### src/rtl/regfile_pkg.sv
// Shared constants and the address-width helper for the register file scoreboard.
package regfile_pkg;

  localparam int unsigned XLEN_DEF = 32;
  localparam int unsigned NREG_DEF = 32;
  localparam int unsigned NRP_DEF  = 2;

  // Ceiling log2, usable in constant expressions.
  function automatic int unsigned clog2(input int unsigned v);
    int unsigned r;
    r = 0;
    for (int unsigned i = 0; i < 32; i++) begin
      if ((64'(1) << i) < 64'(v)) r = i + 1;
    end
    return r;
  endfunction

endpackage

### src/rtl/regfile_busy_tracker.sv
// Pending-write bit per register, issue/write/flush arbitration and the pending count.
module regfile_busy_tracker
  import regfile_pkg::*;
#(
  parameter int unsigned NREG     = NREG_DEF,
  parameter int unsigned ZERO_REG = 1,
  parameter int unsigned AW       = clog2(NREG)
) (
  input  logic            clk,
  input  logic            reset_n,
  input  logic            wr_en_i,
  input  logic [AW-1:0]   wr_addr_i,
  input  logic            iss_en_i,
  input  logic [AW-1:0]   iss_rd_i,
  input  logic            flush_i,
  output logic [NREG-1:0] busy_o,
  output logic            iss_ready_c_o,
  output logic [AW:0]     busy_cnt_o
);

  localparam int unsigned CW = AW + 1;

  logic [NREG-1:0] busy_q, busy_d;
  logic [CW-1:0]   cnt_q, cnt_d;
  logic            wr_eff, iss_acc, cnt_inc, cnt_dec;

  always_comb begin
    busy_d        = busy_q;
    cnt_d         = cnt_q;
    iss_ready_c_o = !busy_q[iss_rd_i] || (wr_en_i && (wr_addr_i == iss_rd_i));
    wr_eff        = wr_en_i && !((ZERO_REG != 0) && (wr_addr_i == '0));
    iss_acc       = iss_en_i && iss_ready_c_o && !flush_i &&
                    !((ZERO_REG != 0) && (iss_rd_i == '0));
    // Issue wins over a same-register write: the bit stays set, count is unchanged.
    cnt_inc       = iss_acc && !busy_q[iss_rd_i];
    cnt_dec       = wr_eff && busy_q[wr_addr_i] && !(iss_acc && (iss_rd_i == wr_addr_i));

    if (wr_eff)  busy_d[wr_addr_i] = 1'b0;
    if (iss_acc) busy_d[iss_rd_i]  = 1'b1;
    cnt_d = cnt_q + CW'(cnt_inc) - CW'(cnt_dec);

    if (flush_i) begin
      busy_d = '0;
      cnt_d  = '0;
    end
  end

  always_ff @(posedge clk or negedge reset_n) begin
    if (!reset_n) begin
      busy_q <= '0;
      cnt_q  <= '0;
    end else begin
      busy_q <= busy_d;
      cnt_q  <= cnt_d;
    end
  end

  assign busy_o     = busy_q;
  assign busy_cnt_o = cnt_q;

endmodule

### src/rtl/regfile_scoreboard.sv
// Multi-port register file with write bypass and a per-register pending-write scoreboard.
module regfile_scoreboard
  import regfile_pkg::*;
#(
  parameter  int unsigned XLEN     = XLEN_DEF,
  parameter  int unsigned NREG     = NREG_DEF,
  parameter  int unsigned NRP      = NRP_DEF,
  parameter  int unsigned ZERO_REG = 1,
  parameter  int unsigned BYPASS   = 1,
  localparam int unsigned AW       = clog2(NREG)
) (
  input  logic                clk,
  input  logic                reset_n,
  input  logic [NRP*AW-1:0]   rd_addr,
  output logic [NRP*XLEN-1:0] rd_data,
  output logic [NRP-1:0]      rd_busy,
  input  logic                wr_en,
  input  logic [AW-1:0]       wr_addr,
  input  logic [XLEN-1:0]     wr_data,
  input  logic                iss_en,
  input  logic [AW-1:0]       iss_rd,
  output logic                iss_ready,
  input  logic                flush,
  output logic [AW:0]         busy_cnt
);

  logic [XLEN-1:0] regs_q [NREG];
  logic [NREG-1:0] busy;
  logic            iss_ready_c;
  logic            wr_we;

  regfile_busy_tracker #(
    .NREG     (NREG),
    .ZERO_REG (ZERO_REG),
    .AW       (AW)
  ) u_busy (
    .clk           (clk),
    .reset_n       (reset_n),
    .wr_en_i       (wr_en),
    .wr_addr_i     (wr_addr),
    .iss_en_i      (iss_en),
    .iss_rd_i      (iss_rd),
    .flush_i       (flush),
    .busy_o        (busy),
    .iss_ready_c_o (iss_ready_c),
    .busy_cnt_o    (busy_cnt)
  );

  assign wr_we     = wr_en && !((ZERO_REG != 0) && (wr_addr == '0));
  assign iss_ready = iss_ready_c || !reset_n;

  always_ff @(posedge clk or negedge reset_n) begin
    if (!reset_n) begin
      for (int i = 0; i < int'(NREG); i++) regs_q[i] <= '0;
    end else if (wr_we) begin
      regs_q[wr_addr] <= wr_data;
    end
  end

  // Read ports; outputs are forced quiet while reset is asserted.
  for (genvar p = 0; p < int'(NRP); p++) begin : g_rd
    logic [AW-1:0] addr;
    logic          zero_hit;
    logic          fwd;

    assign addr     = rd_addr[p*AW +: AW];
    assign zero_hit = (ZERO_REG != 0) && (addr == '0);
    assign fwd      = (BYPASS != 0) && wr_en && (addr == wr_addr) && !zero_hit;

    assign rd_data[p*XLEN +: XLEN] = (!reset_n || zero_hit) ? '0 :
                                     fwd                    ? wr_data :
                                                              regs_q[addr];
    assign rd_busy[p] = reset_n && !fwd && busy[addr];
  end

endmodule
### config.mk
export PLATFORM = sky130hd
export DESIGN_NAME = regfile_scoreboard
export DESIGN_NICKNAME = d
export VERILOG_FILES = /design/src/rtl/regfile_pkg.sv /design/src/rtl/regfile_busy_tracker.sv /design/src/rtl/regfile_scoreboard.sv
export SDC_FILE = /design/constraint.sdc
export NUM_CORES = 2
export LEC_CHECK = 0
export ABC_CLOCK_PERIOD_IN_PS = 3000
export BUFFER_PORTS_ARGS = -buffer_cell sky130_fd_sc_hd__clkbuf_2
export CAP_MARGIN = 30
export CORE_MARGIN = 3
export CORE_UTILIZATION = 57
export CTS_CLUSTER_SIZE = 40
export DETAILED_ROUTE_END_ITERATION = 16
export GPL_TIMING_DRIVEN = 0
export HOLD_SLACK_MARGIN = 0.1
export PLACE_DENSITY = 0.76
export SETUP_SLACK_MARGIN = 0.3
export SKIP_LAST_GASP = 1
export SYNTH_ARGS = -nofsm -noshare
export SYNTH_HDL_FRONTEND = slang
export SYNTH_SLANG_ARGS = --single-unit
### constraint.sdc
create_clock -name clk -period 3 [get_ports clk]
set_clock_uncertainty 0.2 [all_clocks]
set_input_delay 0 -clock clk [delete_from_list [all_inputs] [get_ports clk]]
set_output_delay 0 -clock clk [all_outputs]
set_load 0.05 [all_outputs]
## Word level (Yosys, flattened, before mapping)

Cells that the tools add are included.

- Logic and storage cells: 123
- Input bits: 57
- Output and inout bits: 73
- Register bits: 1062

- Equality and inequality tests: 4
- $add $sub $neg: 2
- Muxes and demuxes: 29
- Bitwise gates (word level): 6
- $lt $le $gt $ge: 10
- Reductions and logical operators: 38

Operators with widths:

| kind | count |
|---|---|
| $bwmux W1024 | 1 |
| $mux W32 | 12 |
| $bmux W32 S5 | 2 |
| $demux W32 S5 | 1 |
| $and A32 B32 Y32 | 1 |
| $not A32 Y32 | 1 |
| $or A32 B32 Y32 | 1 |
| $lt A5 B6 Y1 const B | 4 |
| $bmux W1 S5 | 4 |
| $eq A5 B5 Y1 | 4 |
| $logic_and A1 B1 Y1 | 20 |
| $logic_not A5 Y1 | 4 |
| $ge A6 B6 Y1 const B | 3 |
| $not A5 Y6 | 3 |
| $demux W1 S5 | 2 |
| $ge A5 B1 Y1 const B | 2 |
| $logic_not A1 Y1 | 10 |
| $add A6 B1 Y6 | 1 |
| $lt A6 B1 Y1 const B | 1 |
| $mux W1 | 6 |
| $mux W6 | 1 |
| $sub A6 B1 Y6 | 1 |
| $logic_or A1 B1 Y1 | 4 |

## Logic depth before layout (Yosys ltp)

- Depth in word-level cells: 12
- Mapped depth: 17
- Gate-level depth less buffers: 15

## Modules after synthesis

From an unflattened synthesis, not the netlist that was laid out.

- Cell total of the unflattened synthesis: 4185
- Area total of the unflattened synthesis: 58208.3 um^2

Modules (own cells, without submodules):

| module | sequential area each (um^2) | instances | cells an instance | area each (um^2) |
|---|---|---|---|---|
| regfile_scoreboard | 25624.6 | 1 | 3849 | 55180.4 |
| regfile_busy_tracker | 950.9 | 1 | 336 | 3027.9 |

## Worst setup path before layout

No wires, ideal clock.

- Path kind: in2reg
- From: input wr_addr[0]
- To: register u_busy.cnt_q[4] (netlist: u_busy.busy_cnt_o[4])
- Data required time: 2.673 ns
- Setup time: 0.127 ns
- Path buffers: 2
- Setup slack: -0.161 ns
- Stages on the path: 15
- Data arrival time: 2.833 ns
- Path through: buf_2 -> buf_2 -> mux4_2 -> a22o_1 -> a221oi_1 -> a31oi_1 -> ha_1 -> inv_1 -> ha_1 -> fa_1 -> a21oi_1 -> nor2_1 -> nor2_1 -> xor2_1 -> nor2_1

- Cells in the longest elaborated chain, start to end: 11
- Elaborated cells on any way between the ends: 20
- Those cells by class: 2 x add/sub; 2 x eq/ne; 3 x mux; 13 x reduce/logical

RTL lines:

| element | RTL line | source |
|---|---|---|
| from (decl) | regfile_scoreboard.sv:18 | `input logic [AW-1:0] wr_addr,` |
| parallel branches: the longest is 9 deep, another holds $add A6 B1 Y6 | - |  |
| $sub A6 B1 Y6 * | regfile_busy_tracker.sv:40 | `cnt_d = cnt_q + CW'(cnt_inc) - CW'(cnt_dec);` |
| $mux W6 * | regfile_busy_tracker.sv:42 | `if (flush_i) begin` |
| via u_busy.cnt_d[4] | regfile_busy_tracker.sv:24 | `logic [CW-1:0] cnt_q, cnt_d;` |
| to (signal assigned) | regfile_busy_tracker.sv:54 | `cnt_q <= cnt_d;` |
| to (decl) | regfile_busy_tracker.sv:24 |  |

Mark *: on every way through the listed nets, which the timed path passes. The select of a mux whose other input is x is not followed.
A chain may end at the register's enable or synchronous reset.

## Worst setup path after layout

- From: register u_busy.busy_q[21] (netlist: u_busy.busy_o[21])
- To: register u_busy.cnt_q[4] (netlist: u_busy.busy_cnt_o[4])

- Cells in the longest elaborated chain, start to end: 12
- Elaborated cells on any way between the ends: 17
- Those cells by class: 2 x add/sub; 5 x mux; 10 x reduce/logical

RTL lines:

| element | RTL line | source |
|---|---|---|
| from (decl) | regfile_busy_tracker.sv:23 | `logic [NREG-1:0] busy_q, busy_d;` |
| from (signal assigned) | regfile_busy_tracker.sv:53 | `busy_q <= busy_d;` |
| parallel branches: the longest is 10 deep, another holds $add A6 B1 Y6 | - |  |
| $sub A6 B1 Y6 * | regfile_busy_tracker.sv:40 |  |
| $mux W6 * | regfile_busy_tracker.sv:42 |  |
| via u_busy.cnt_d[4] | regfile_busy_tracker.sv:24 |  |

Marked as above.

==> out/metrics.yaml <==
power:
  clockPowerShare_pct: 33.6
  seq_power_share_pct: 43.2
  p_leak_nw: 30.7
  internal_power_mw: 30.7
  power-per-cell-area_mw_per_mm2: 638
  power.switching_mw: 13.4
  peakVddDrop_uv: 519
  swShare_pct: 30.3
  p_comb_share_pct: 23.2
setup_path:
  end_kind: "flip-flop"
  cp_data_arrival_time_ns: 3.70
  crit_required_ns: 3.39
  crit_fanout: 5
  startpoint_type: "flip-flop"
  worstSetupPathType: "flip-flop to flip-flop"
synthesis:
  syn-cell-area_mm2: 0.0583
  yosys_warnings: 0
  ys_seq_area_share_pct: 45.6
  yosysTopAreaCell: "dfrtp_1"
  synth_edf_count: 0
  synthArstFlopShare_pct: 100
  synth_ff_type: "dfrtp_1"
  synth_top_area_share_pct: 45.6
  synthDistinctLibCells: 62
  synth_nets: 4311
  netlist_instances: 4247
  synthTopCellsByArea: "dfrtp_1 (46%), mux2_2 (19%), mux4_2 (14%), mux2i_1 (8.0%), buf_2 (1.5%)"
  ys_seq_elements: 1062
  syn_area_per_cell_um2: 13.7
floorplanning:
  rows: 116
  coreArea_mm2: 0.101
  die_w_um: 326
  initial_core_util_pct: 57.9
  fp.dieArea_mm2: 0.106
  die_height_um: 326
  boundaryPins: 130
global_route:
  grt_max_degree: 111
  grt_pass1_wl_mm: 344
  antenna_found_initial: 14
  grt_pass1_vias: 46000
  grt_usage_pct: 46.4
  overflow: 0
cts:
  cts_tree: "built"
  clk_path_buf_depth: 3
  clk_latency_ns: 0.74
  cts_inserted_buffers: 113
  root_buffer: "clkbuf_16"
  clkTransAtPathRegs_ns: 0.06
  cts_sinks: 1062
  h-tree-depth: 3
placed_design:
  hpwl_mm: 165
  place.gp.congestion: 1.01
  placed_area_mm2: 0.0621
  io_buffers: 111
hold_path:
  hold_class: "primary input to asynchronous set/reset pin"
detailed_routing:
  routedWlPerCell_um: 40.8
  viasPerCell: 7.60
  num_vias: 46800
  antenna_left: 0
  first_iter_violations: 7914
  dr.pass1.iters: 8
  drc: 0
  drt_wl_total_mm: 251
timing:
  max_freq_ghz: 0.302
  final-max-slew-violation-count: 0
  fin_crit_ns: 3.32
  fin_tns_setup_ns: -0.799
  max_slew_margin_pct: 22.9
  tightestPinTransition_ns: 1.16
  hold_viol_final: 0
  period_share_pct: 111
  setup_violations: 5
  rsz0062_at_grt: "yes"
  fin_ws_ns: -0.316
cells_and_area:
  drive_gt1_share_pct: 46.2
  postLayoutCellArea_mm2: 0.0691
  multi_input_area_mm2: 0.0302
  seq_area_mm2: 0.0266
  synthToLayoutAreaGrowth_pct: 18.5
  nNetsFinal: 4764
  fillers: 7108
status:
  status: "complete, but fails checks"
  violations: "setup timing"
job:
  timing.max_cap.violations: 0
## routing by layer
metal,up-vias,track usage [%],wire [µm]
li1,17100,-,-
met1,23700,55.5,82300
met2,4570,62.7,101000
met3,1407,23.6,42000
met4,18,36.3,25100
met5,-,2.08,460
## worst max-delay path, stage by stage, from the launching register on
cell and delay (ns):
dfrtp_1 0.45, mux4_2 0.50, a22o_1 0.23, a221oi_2 0.19, a31oi_2 0.17, ha_1 0.36
inv_2 0.06, ha_4 0.16, fa_2 0.36, a21oi_2 0.13, nor2_1 0.05, nor2_1 0.11
xor2_1 0.16, nor2_1 0.05
## logic make-up (layout without fill, tap and decap cells)
family	count (synthesis)	in the layout	share of synthesized area (%)
muxes	1816	1816	41.2
DFF	1062	1062	45.6
buffers and inverters	499	1043	3.91
AOI/OAI and AO/OA	482	482	5.80
and+or+nand+nor	363	363	3.12
xor gates and xnor gates	18	18	0.270
adders and majority gates	7	7	0.163
other	0	6	0
## synth_stat cells (33+ instances only)
cell / n
mux2_2: 983
buf_1: 48
o211ai_1: 33
a22oi_1: 64
nand3_1: 68
nand2_1: 60
buf_4: 35
o22ai_1: 80
nor2b_1: 33
nor2_1: 113
mux4_2: 367
clkbuf_1: 213
a221oi_1: 87
dfrtp_1: 1062
o21ai_0: 124
mux2i_1: 465
buf_2: 180
o31ai_1: 33
## layout make-up
cell class                 count  area share [%]
antenna                        6          0.0217
buffer                       483            4.03
clock buffer                 166            4.82
clock inverter                40           0.729
inverter                      16          0.0869
multi-input combinational   2686            43.7
sequential                  1062            38.4
tap                         1357            2.46
timing repair buffer         338            5.71
## final timing paths
check                                            start                              to  slack, ns  cells past startpoint
min in group clk                             iss_rd[3]     u_busy.busy_o[20]$_DFF_PN0_       0.12                      4
hold / removal                                 reset_n         regs_q[954]$_DFFE_PN0P_       0.09                     12
setup reg to reg           u_busy.busy_o[21]$_DFF_PN0_  u_busy.busy_cnt_o[4]$_DFF_PN0_      -0.32                     13
hold reg to reg               regs_q[1013]$_DFFE_PN0P_        regs_q[1013]$_DFFE_PN0P_       0.28                      1
setup / recovery           u_busy.busy_o[21]$_DFF_PN0_  u_busy.busy_cnt_o[4]$_DFF_PN0_      -0.32                     13
max in group asynchronous                      reset_n         regs_q[255]$_DFFE_PN0P_       0.85                     14
## cells in the final DEF (no fill, tap or decap), types with 64 or more instances in the layout
cell / instances
clkbuf_1: 182
a22oi_1: 64
a221oi_1: 82
nor2_1: 89
o21ai_0: 87
mux4_2: 367
dlygate4sd3_1: 90
mux2_2: 980
buf_8: 79
clkbuf_16: 117
mux2i_1: 448
clkbuf_2: 96
buf_4: 71
buf_2: 135
buf_6: 71
dfrtp_1: 1061
## per-stage QoR
step                power, mW  util [%]  cells  setup WS (ns)  hold WS, ns
floorplan                25.1         -   4247         0.0888       -0.496
global placement         27.7      60.2   5715         -32.33        0.104
detailed placement       28.3      61.6   5803         -0.878       -0.276
CTS                      43.2      67.7   6130         -0.212       0.0114
global route             45.1      68.6   6149         -0.471        0.125
finish                   44.1      68.6   6154         -0.316       0.0868
## flip-flops by register name, indices dropped and copies added (netlist names)
name               flops
regs_q              1024
u_busy.busy_o         32
u_busy.busy_cnt_o      6
## power by group through the flow
stage / Clock [mW] / Combinational [mW] / Sequential, mW
finish: 14.8 / 10.2 / 19.1
global route: 15.2 / 10.6 / 19.3
CTS: 14.7 / 9.66 / 18.9
detailed placement: 0 / 9.19 / 19.1
global placement: 0 / 8.76 / 19.0
floorplan: 0 / 6.58 / 18.5
## what timing repair did
item,CTS,global route
pin swaps,25,31
cloned,2,2
endpoints found under the hold margin,2004,6
gates resized for setup,306,252
endpoints found under the setup margin,72,269
setup buffers,14,5
hold buffers,105,4
Power figures use the tool's default switching activity.
